## config.mk

```make
export PLATFORM = sky130hd
export DESIGN_NAME = snoop_bus_arbiter
export DESIGN_NICKNAME = d
export VERILOG_FILES = /design/src/rtl/snoop_bus_arbiter.sv
export SDC_FILE = /design/constraint.sdc
export NUM_CORES = 1
export LEC_CHECK = 0
export ABC_AREA = 1
export CORE_AREA = 5 5 104 106
export CTS_CLUSTER_DIAMETER = 40
export CTS_CLUSTER_SIZE = 28
export DETAILED_ROUTE_END_ITERATION = 6
export DIE_AREA = 0 0 109 111
export PLACE_DENSITY = 0.82
export SYNTH_ARGS = -nofsm -noshare
export SYNTH_HDL_FRONTEND = slang
export SYNTH_SLANG_ARGS = --single-unit
```

## constraint.sdc

```tcl
create_clock -name clk -period 1.7 [get_ports clk]
set_input_delay 0.51 -clock clk [delete_from_list [all_inputs] [get_ports clk]]
set_output_delay 0.51 -clock clk [all_outputs]
set_load 0.1 [all_outputs]
```

## src/rtl/snoop_bus_arbiter.sv

```systemverilog
// Round-robin owner of the shared snooping bus between the per-core caches and memory.
// Sequences address broadcast, snoop collection, optional write-back, memory access and done.
module snoop_bus_arbiter #(
    parameter int unsigned NUM_PROC = 4,
    parameter int unsigned ID_W     = 2,
    parameter int unsigned ADDR_W   = 32,
    parameter int unsigned MEM_LAT  = 3
) (
    input  logic                       clk,
    input  logic                       reset,
    input  logic [NUM_PROC-1:0]        req,
    input  logic [NUM_PROC-1:0]        req_rdwr,
    input  logic [NUM_PROC*ADDR_W-1:0] req_addr,
    input  logic [NUM_PROC-1:0]        snoop_shared,
    input  logic [NUM_PROC-1:0]        snoop_wrbk,
    output logic [NUM_PROC-1:0]        gnt,
    output logic [ID_W-1:0]            bus_proc_id,
    output logic [ADDR_W-1:0]          bus_addr,
    output logic                       bus_rdwr,
    output logic                       bus_valid,
    output logic                       shared_out,
    output logic                       wb_en,
    output logic [ID_W-1:0]            wb_proc_id,
    output logic                       mem_req,
    output logic                       ready_to_read,
    output logic [NUM_PROC-1:0]        done,
    output logic                       busy
);

    localparam int unsigned CntW = (MEM_LAT > 1) ? $clog2(MEM_LAT) : 1;
    localparam logic [CntW-1:0] CntLast = CntW'(MEM_LAT - 1);

    typedef enum logic [2:0] {
        StIdle,
        StAddr,
        StSnoop,
        StWb,
        StMem,
        StDone
    } state_e;

    state_e              state_q, state_d;
    logic [CntW-1:0]     cnt_q, cnt_d;
    logic [ID_W-1:0]     ptr_q, ptr_d;
    logic [NUM_PROC-1:0] gnt_q, gnt_d;
    logic [ID_W-1:0]     id_q, id_d;
    logic [ADDR_W-1:0]   addr_q, addr_d;
    logic                rdwr_q, rdwr_d;
    logic                shared_q, shared_d;
    logic [ID_W-1:0]     wb_id_q, wb_id_d;

    logic [ID_W-1:0]     win_idx, hi_idx, lo_idx;
    logic                hi_found;
    logic [ADDR_W-1:0]   win_addr;
    logic                win_rdwr;
    logic [NUM_PROC-1:0] snoop_wrbk_m;
    logic [NUM_PROC-1:0] snoop_shared_m;
    logic [ID_W-1:0]     wb_low;

    // The owner's own snoop lines never count as a remote response.
    assign snoop_wrbk_m   = snoop_wrbk & ~gnt_q;
    assign snoop_shared_m = snoop_shared & ~gnt_q;

    // Round robin: lowest requester above ptr wins, else wrap to the lowest requester overall.
    always_comb begin
        hi_found = 1'b0;
        hi_idx   = '0;
        lo_idx   = '0;
        for (int j = NUM_PROC - 1; j >= 0; j--) begin
            if (req[j]) begin
                lo_idx = ID_W'(j);
                if (j > int'(ptr_q)) begin
                    hi_found = 1'b1;
                    hi_idx   = ID_W'(j);
                end
            end
        end
        win_idx = hi_found ? hi_idx : lo_idx;
    end

    always_comb begin
        win_addr = '0;
        win_rdwr = 1'b0;
        for (int j = 0; j < NUM_PROC; j++) begin
            if (win_idx == ID_W'(j)) begin
                win_addr = req_addr[j*ADDR_W +: ADDR_W];
                win_rdwr = req_rdwr[j];
            end
        end
    end

    always_comb begin
        wb_low = '0;
        for (int j = NUM_PROC - 1; j >= 0; j--) begin
            if (snoop_wrbk_m[j]) begin
                wb_low = ID_W'(j);
            end
        end
    end

    always_comb begin
        state_d  = state_q;
        cnt_d    = cnt_q;
        ptr_d    = ptr_q;
        gnt_d    = gnt_q;
        id_d     = id_q;
        addr_d   = addr_q;
        rdwr_d   = rdwr_q;
        shared_d = shared_q;
        wb_id_d  = wb_id_q;
        case (state_q)
            StIdle: begin
                if (|req) begin
                    gnt_d   = NUM_PROC'(1) << win_idx;
                    id_d    = win_idx;
                    addr_d  = win_addr;
                    rdwr_d  = win_rdwr;
                    state_d = StAddr;
                end
            end
            StAddr: begin
                state_d = StSnoop;
            end
            StSnoop: begin
                shared_d = |snoop_shared_m;
                if (|snoop_wrbk_m) begin
                    wb_id_d = wb_low;
                    state_d = StWb;
                end else begin
                    state_d = StMem;
                end
            end
            StWb: begin
                if (cnt_q == CntLast) begin
                    cnt_d   = '0;
                    state_d = StMem;
                end else begin
                    cnt_d = cnt_q + CntW'(1);
                end
            end
            StMem: begin
                if (cnt_q == CntLast) begin
                    cnt_d   = '0;
                    state_d = StDone;
                end else begin
                    cnt_d = cnt_q + CntW'(1);
                end
            end
            StDone: begin
                ptr_d    = id_q;
                gnt_d    = '0;
                shared_d = 1'b0;
                state_d  = StIdle;
            end
            default: begin
                cnt_d   = '0;
                state_d = StIdle;
            end
        endcase
    end

    always_ff @(posedge clk) begin
        if (!reset) begin
            state_q  <= StIdle;
            cnt_q    <= '0;
            ptr_q    <= ID_W'(NUM_PROC - 1);
            gnt_q    <= '0;
            id_q     <= '0;
            addr_q   <= '0;
            rdwr_q   <= 1'b0;
            shared_q <= 1'b0;
            wb_id_q  <= '0;
        end else begin
            state_q  <= state_d;
            cnt_q    <= cnt_d;
            ptr_q    <= ptr_d;
            gnt_q    <= gnt_d;
            id_q     <= id_d;
            addr_q   <= addr_d;
            rdwr_q   <= rdwr_d;
            shared_q <= shared_d;
            wb_id_q  <= wb_id_d;
        end
    end

    // Strobes are pure decodes of registered state, so no input reaches an output combinationally.
    assign gnt           = gnt_q;
    assign bus_proc_id   = id_q;
    assign bus_addr      = addr_q;
    assign bus_rdwr      = rdwr_q;
    assign bus_valid     = (state_q == StAddr);
    assign shared_out    = shared_q;
    assign wb_en         = (state_q == StWb);
    assign wb_proc_id    = wb_id_q;
    assign mem_req       = (state_q == StMem);
    assign ready_to_read = (state_q == StMem) && (cnt_q == CntLast) && rdwr_q;
    assign done          = (state_q == StDone) ? gnt_q : '0;
    assign busy          = (state_q != StIdle);

endmodule

```

==> run_results.csv, run 1 <==
group,metric,value,unit
clocking,hold_buffers,0,
setup_path,cp_slowest_stage_delay,0.38,ns
global_routing,grt_max_degree,35,
logic_synthesis,async_flop_share,0,
global_routing,groute.usage.overall,0.229,
cells_and_area,fillCellCount,784,
global_routing,grt_first_pass_wirelength,22500,microns
logic_synthesis,synth.area.top_cells,"dfxtp_1, nand2_1, nand3_1",
setup_path,r2r_setup_slack,0.04,ns
hold_path,whs_path_depth,1,
clocking,numCtsBuffers,5,
clocking,cts.sinks,49,
setup_path,r2r_end,"bus_addr[23]$_SDFFE_PN0P_",
setup_path,reg2reg_depth,11,
timing,timing.final.crit_share,1.07,
run_status,outcome,"complete, but fails checks",
timing,hold_violations,0,
run_status,violations,"negative setup slack",
logic_synthesis,syn_inst,531,
power_and_ir_drop,power.leakage,2.78,nW
setup_path,cp.arrival,1.30,ns
placement,pre_cts_ws,-0.548,ns
timing,rsz0062_at_grt,"yes",
setup_path,crit_fanout,6,
die,io_pins,197,
clocking,clkSlewWorstSetupHoldPaths,0.10,ns
logic_synthesis,yosys_warnings,0,
logic_synthesis,syn-cell-area,3210,sq um
timing,fin_worst_skew,0.00313,ns
die,die_y,111,microns
hold_path,hp-class,"reg -> reg",
timing,period_minus_slack,1.81,ns
cells_and_area,area.growth.synth_to_final,102,%
route,wl_per_cell,16.0,microns
setup_path,cp_top_family,"flip-flops",
timing,setup_viol,8,
logic_synthesis,synth-seq-cells,49,
timing,fin_tns_setup,-0.645,ns
route,drc_errors,0,
power_and_ir_drop,p_total,11.1,mW
hold_path,min_from,"cnt_q[1]$_SDFFE_PN0N_",
logic_synthesis,synth-main-ff-cell,"dfxtp_1",
setup_path,crit_buf_inv,3,
die,start_util,0.332,
logic_synthesis,netlist_top_cells_count,"nand2_1, nand3_1, nor2_1",
power_and_ir_drop,peakVddDrop,0.905,mV
logic_synthesis,synth_top_area_share,0.305,
setup_path,crit_chain,"inv_4, nand2_4, nor2_4, inv_6, nor2_4, buf_12",
timing,fmax,552,MHz
job,cap_violations,0,
global_routing,first_global_vias,4724,
clocking,cts_root_buf,"clkbuf_8",
route,via_per_inst,5.10,
setup_path,startpoint,"state_q[1]$_SDFFE_PN0P_",
global_routing,antenna_found_initial,0,
clocking,clock_latency,0.30,ns
setup_path,worstPathRequired,1.19,ns
logic_synthesis,yosysSeqAreaShare,0.305,
hold_path,whs_endpoint,"cnt_q[1]$_SDFFE_PN0N_",
setup_path,worstSetupPathType,"reg -> out",
placement,port_buffers,196,
placement,post-dp-hpwl,10800,microns
setup_path,crit_slowest_cell,"dfxtp_4",
clocking,cts_buffer_depth,2,
route,detail-route-antenna-nets,0,
timing,worst_pin_slew,0.270,ns
die,rows,36,
timing,slew_headroom,0.819,
die,die_w,109,microns
cells_and_area,antenna_cells,0,
route,firstDrtPassIters,5,
placement,gp_congestion,0.891,
setup_path,crit_top_cell,"nor2_4",
cells_and_area,fin_nets,897,
logic_synthesis,syn-num-nets,677,
global_routing,overflow,0,
setup_path,cp-start-kind,"flip-flop",
route,drtIter0Drc,274,
logic_synthesis,synth_edf_count,0,
cells_and_area,drive_above_1_share,0.227,
logic_synthesis,synth.distinct_cells,29,
die,coreArea,9680,sq um
logic_synthesis,yosys.area.top_type,"dfxtp_1",
route,vias,4517,
timing,maxSlewViolCount,0,
power_and_ir_drop,power_density,1710,nW/um^2
setup_path,end_kind,"primary output",
clocking,cts_tree,"done",
setup_path,r2r-start,"state_q[0]$_SDFFE_PN0P_",
clocking,cts_max_level,2,
die,die_area,12100,sq um
logic_synthesis,synth.most_common_cell,"nand2_1",
logic_synthesis,synth_area_per_cell,6.05,sq um
placement,place_area,6070,sq um
timing,worst_slack,-0.113,ns
route,wl,14100,microns
cells_and_area,final_area,6480,sq um
[cell families after synthesis]
group	after synthesis	synth area share
simple gates	340	0.462
compound gates	71	0.135
buf+inv	71	0.0977
flops	49	0.305
[flip-flops by register name, summed over array words and instances (netlist names), 2 cells and up]
name	cells
state_q	3
bus_addr	32
bus_proc_id	2
wb_proc_id	2
cnt_q	2
gnt	4
ptr_q	2
[metal layers]
metal | track usage | vias to the layer above | share of wire
met5 | 0 | - | 0
met4 | 0.0859 | 0 | 0.031
met3 | 0.0629 | 40 | 0.084
met2 | 0.396 | 244 | 0.50
met1 | 0.264 | 2048 | 0.38
li1 | - | 2185 | -
[power by group]
group / internal [mW] / leakage (nW) / switching (mW)
clock: 0.441 / 0.0543 / 0.419
sequential: 1.59 / 0.409 / 0.466
combinational: 3.09 / 2.32 / 5.10
[area by class of cell]
cell class	count	area, sq um	share of cell area
clock inverter	3	46.3	0.00714
clock buffer	5	68.8	0.0106
inverter	40	168	0.0259
sequential	49	1010	0.156
timing repair buffer	242	2940	0.453
tap	133	166	0.0257
multi-input combinational	413	2090	0.322
[through the flow]
stage,utilization,std cells,hold slack (ns)
floorplan,-,531,0.448
global placement,0.627,859,0.464
detailed placement,0.627,859,0.479
CTS,0.656,881,0.460
global route,0.670,885,0.489
finish,0.670,885,0.484
[layout by cell type (no fill, tap or decap), drive strengths merged, types with 14 or more instances in the layout]
cell	synthesis	routed
nand2	157	157
clkdlybuf4s50	0	141
buf	22	97
nand3	92	92
nor2	80	82
dfxtp	49	49
inv	39	39
a21oi	36	36
o21ai	16	16
o211ai	14	14
[worst max-delay path by stage]
| stage | end | slack [ns] | depth (start not counted) |
|---|---|---|---|
| 2_1_floorplan | done[0] | -0.14 | 2 |
| 5_1_grt | done[2] | -0.17 | 6 |
| 6_report | done[2] | -0.11 | 6 |
| 4_1_cts | done[2] | -0.11 | 6 |
| 3_3_place_gp | bus_addr[3]$_SDFFE_PN0P_ | -0.51 | 11 |
| 3_5_place_dp | bus_addr[17]$_SDFFE_PN0P_ | -0.55 | 14 |
[timing repair]
action                     CTS  global route
gates cloned                 2             1
setup endpoints to repair   47            45
pin swaps                   10            10
buffers inserted            12             3
resized for setup           22            31
[worst register-to-register path, delay by kind of cell (launching register included)]
family | cells | cell delay [ns]
simple gates | 6 | 0.71
buf+inv | 4 | 0.44
flops | 1 | 0.38
compound gates | 1 | 0.09
Power figures use the tool's default switching activity.
==> run 2, diff against run 1 <==
==> constraint.sdc (replaced) <==
create_clock -name clk -period 1.7 [get_ports clk]
set_input_delay 0.34 -clock clk [delete_from_list [all_inputs] [get_ports clk]]
set_output_delay 0.34 -clock clk [all_outputs]
set_load 0.1 [all_outputs]
==> run_results.csv, run 2 (synthesis results as in run 1) <==
group,metric,value,unit
run_status,outcome,"complete, but fails checks",
run_status,violations,"negative setup slack",
timing,maxSlewViolCount,0,
route,firstDrtPassIters,6,
timing,worst_slack,-0.00273,ns
power_and_ir_drop,power_density,1700,nW/um^2
clocking,clkSlewWorstSetupHoldPaths,0.11,ns
global_routing,overflow,0,
placement,post-dp-hpwl,11000,microns
hold_path,hp-class,"reg -> reg",
global_routing,grt_max_degree,35,
die,die_w,109,microns
clocking,numCtsBuffers,5,
setup_path,cp.arrival,1.96,ns
route,detail-route-antenna-nets,0,
cells_and_area,layout_commonest_cell,"nand2_1",
global_routing,grt_first_pass_wirelength,22400,microns
timing,period_minus_slack,1.70,ns
route,drc_errors,0,
die,start_util,0.332,
power_and_ir_drop,power.leakage,2.77,nW
cells_and_area,drive_above_1_share,0.238,
global_routing,antenna_found_initial,0,
setup_path,worstPathRequired,1.95,ns
die,rows,36,
setup_path,reg2reg_depth,12,
power_and_ir_drop,p_total,11.0,mW
die,die_area,12100,sq um
die,io_pins,197,
clocking,clock_latency,0.31,ns
route,via_per_inst,5.19,
clocking,hold_buffers,0,
global_routing,groute.usage.overall,0.228,
cells_and_area,largest_register_ff_count,32,
clocking,cts_buffer_depth,2,
cells_and_area,fin_util,0.671,
placement,port_buffers,196,
setup_path,r2r_setup_slack,-0.003,ns
timing,hold_violations,0,
timing,setup_viol,2,
die,coreArea,9680,sq um
clocking,cts_max_level,2,
route,wl,14700,microns
timing,rsz0062_at_grt,"yes",
clocking,cts.sinks,49,
setup_path,r2r_end,"bus_addr[29]$_SDFFE_PN0P_",
timing,slew_headroom,0.744,
placement,gp_congestion,0.958,
setup_path,end_kind,"flip-flop",
setup_path,r2r-start,"state_q[0]$_SDFFE_PN0P_",
cells_and_area,layout_common_cells,"nand2_1, clkdlybuf4s50_1, nand3_1, nor2_1, buf_12",
route,vias,4560,
route,wl_per_cell,16.8,microns
die,die_y,111,microns
timing,timing.final.crit_share,1.00,
timing,fin_tns_setup,-0.00384,ns
power_and_ir_drop,peakVddDrop,1.05,mV
setup_path,critPathCapture,"bus_addr[29]$_SDFFE_PN0P_",
cells_and_area,fin_nets,890,
clocking,cts_tree,"done",
job,cap_violations,0,
cells_and_area,area.growth.synth_to_final,102,%
timing,fmax,587,MHz
setup_path,cp-start-kind,"flip-flop",
cells_and_area,antenna_cells,0,
setup_path,worstSetupPathType,"reg -> reg",
timing,worst_pin_slew,0.384,ns
clocking,cts_root_buf,"clkbuf_8",
setup_path,startpoint,"state_q[0]$_SDFFE_PN0P_",
timing,fin_worst_skew,0.0148,ns
setup_path,crit_fanout,5,
route,drtIter0Drc,336,
global_routing,first_global_vias,4504,
==> run 2: changes by cell type in the layout (fill, tap and decap cells not counted), sizes merged <==
| cell | previous run | this run |
|---|---|---|
| buf | 97 | 89 |
| bufinv | 1 | 0 |
| clkbuf | 6 | 8 |
| clkdlybuf4s15 | 2 | 0 |
| clkinv | 2 | 1 |
| dlymetal6s2s | 0 | 3 |
| inv | 39 | 41 |
| nor2 | 82 | 80 |
==> run 2: critical path, cell delays in order (launching register included) <==
cell and delay [ns]:
dfxtp_4 0.38, nor2_4 0.14, inv_4 0.06, nor2_4 0.12
inv_4 0.06, nor2_8 0.15, inv_6 0.07, nor2_8 0.17
clkbuf_16 0.19, nand3_2 0.06, nand2_1 0.07, inv_1 0.05
a21oi_2 0.12
==> run 2: area by class of cell <==
class	count	area (sq um)
clock buffer	5	68.8
multi-input combinational	411	2120
sequential	49	1000
tap	133	166
fill	762	3180
clock inverter	3	25.0
inverter	40	168
timing repair buffer	237	2950
==> run 2: worst min-delay path by stage <==
stage	start	endpoint	cells past startpoint
5_1_grt	gnt[1]$_SDFFE_PN0P_	gnt[1]$_SDFFE_PN0P_	2
3_3_place_gp	cnt_q[1]$_SDFFE_PN0N_	cnt_q[1]$_SDFFE_PN0N_	1
6_report	gnt[1]$_SDFFE_PN0P_	gnt[1]$_SDFFE_PN0P_	2
3_5_place_dp	gnt[1]$_SDFFE_PN0P_	gnt[1]$_SDFFE_PN0P_	2
2_1_floorplan	cnt_q[1]$_SDFFE_PN0N_	cnt_q[1]$_SDFFE_PN0N_	1
4_1_cts	gnt[1]$_SDFFE_PN0P_	gnt[1]$_SDFFE_PN0P_	2
==> run 2: metrics by stage <==
| step | instance area (sq um) | hold WS [ns] | setup slack, ns | cells |
|---|---|---|---|---|
| final | 6500 | 0.501 | -0.00273 | 878 |
| after CTS | 6220 | 0.502 | -0.00823 | 870 |
| after global routing | 6500 | 0.512 | -0.0750 | 878 |
| after floorplan | 3260 | 0.448 | -0.00745 | 531 |
| after global placement | 6090 | 0.465 | -0.280 | 860 |
| after detailed placement | 6090 | 0.487 | -0.349 | 860 |
==> run 2: what timing repair did <==
action | CTS | global route
pin swaps | 2 | 13
setup endpoints to repair | 14 | 41
gates cloned | 0 | 4
resized for setup | 10 | 53
setup buffers | 2 | 4
==> run 2: per-layer routing <==
layer | part of all wire | GRT usage
met1 | 0.37 | 0.275
met2 | 0.52 | 0.404
met3 | 0.080 | 0.0483
met4 | 0.028 | 0.0589
met5 | 0 | 0
==> run 2: power by group <==
| part | total (mW) | internal [mW] | switching, mW |
|---|---|---|---|
| sequential | 2.06 | 1.58 | 0.477 |
| clock | 0.758 | 0.302 | 0.456 |
| combinational | 8.21 | 3.08 | 5.13 |
| total | 11.0 | 4.96 | 6.07 |
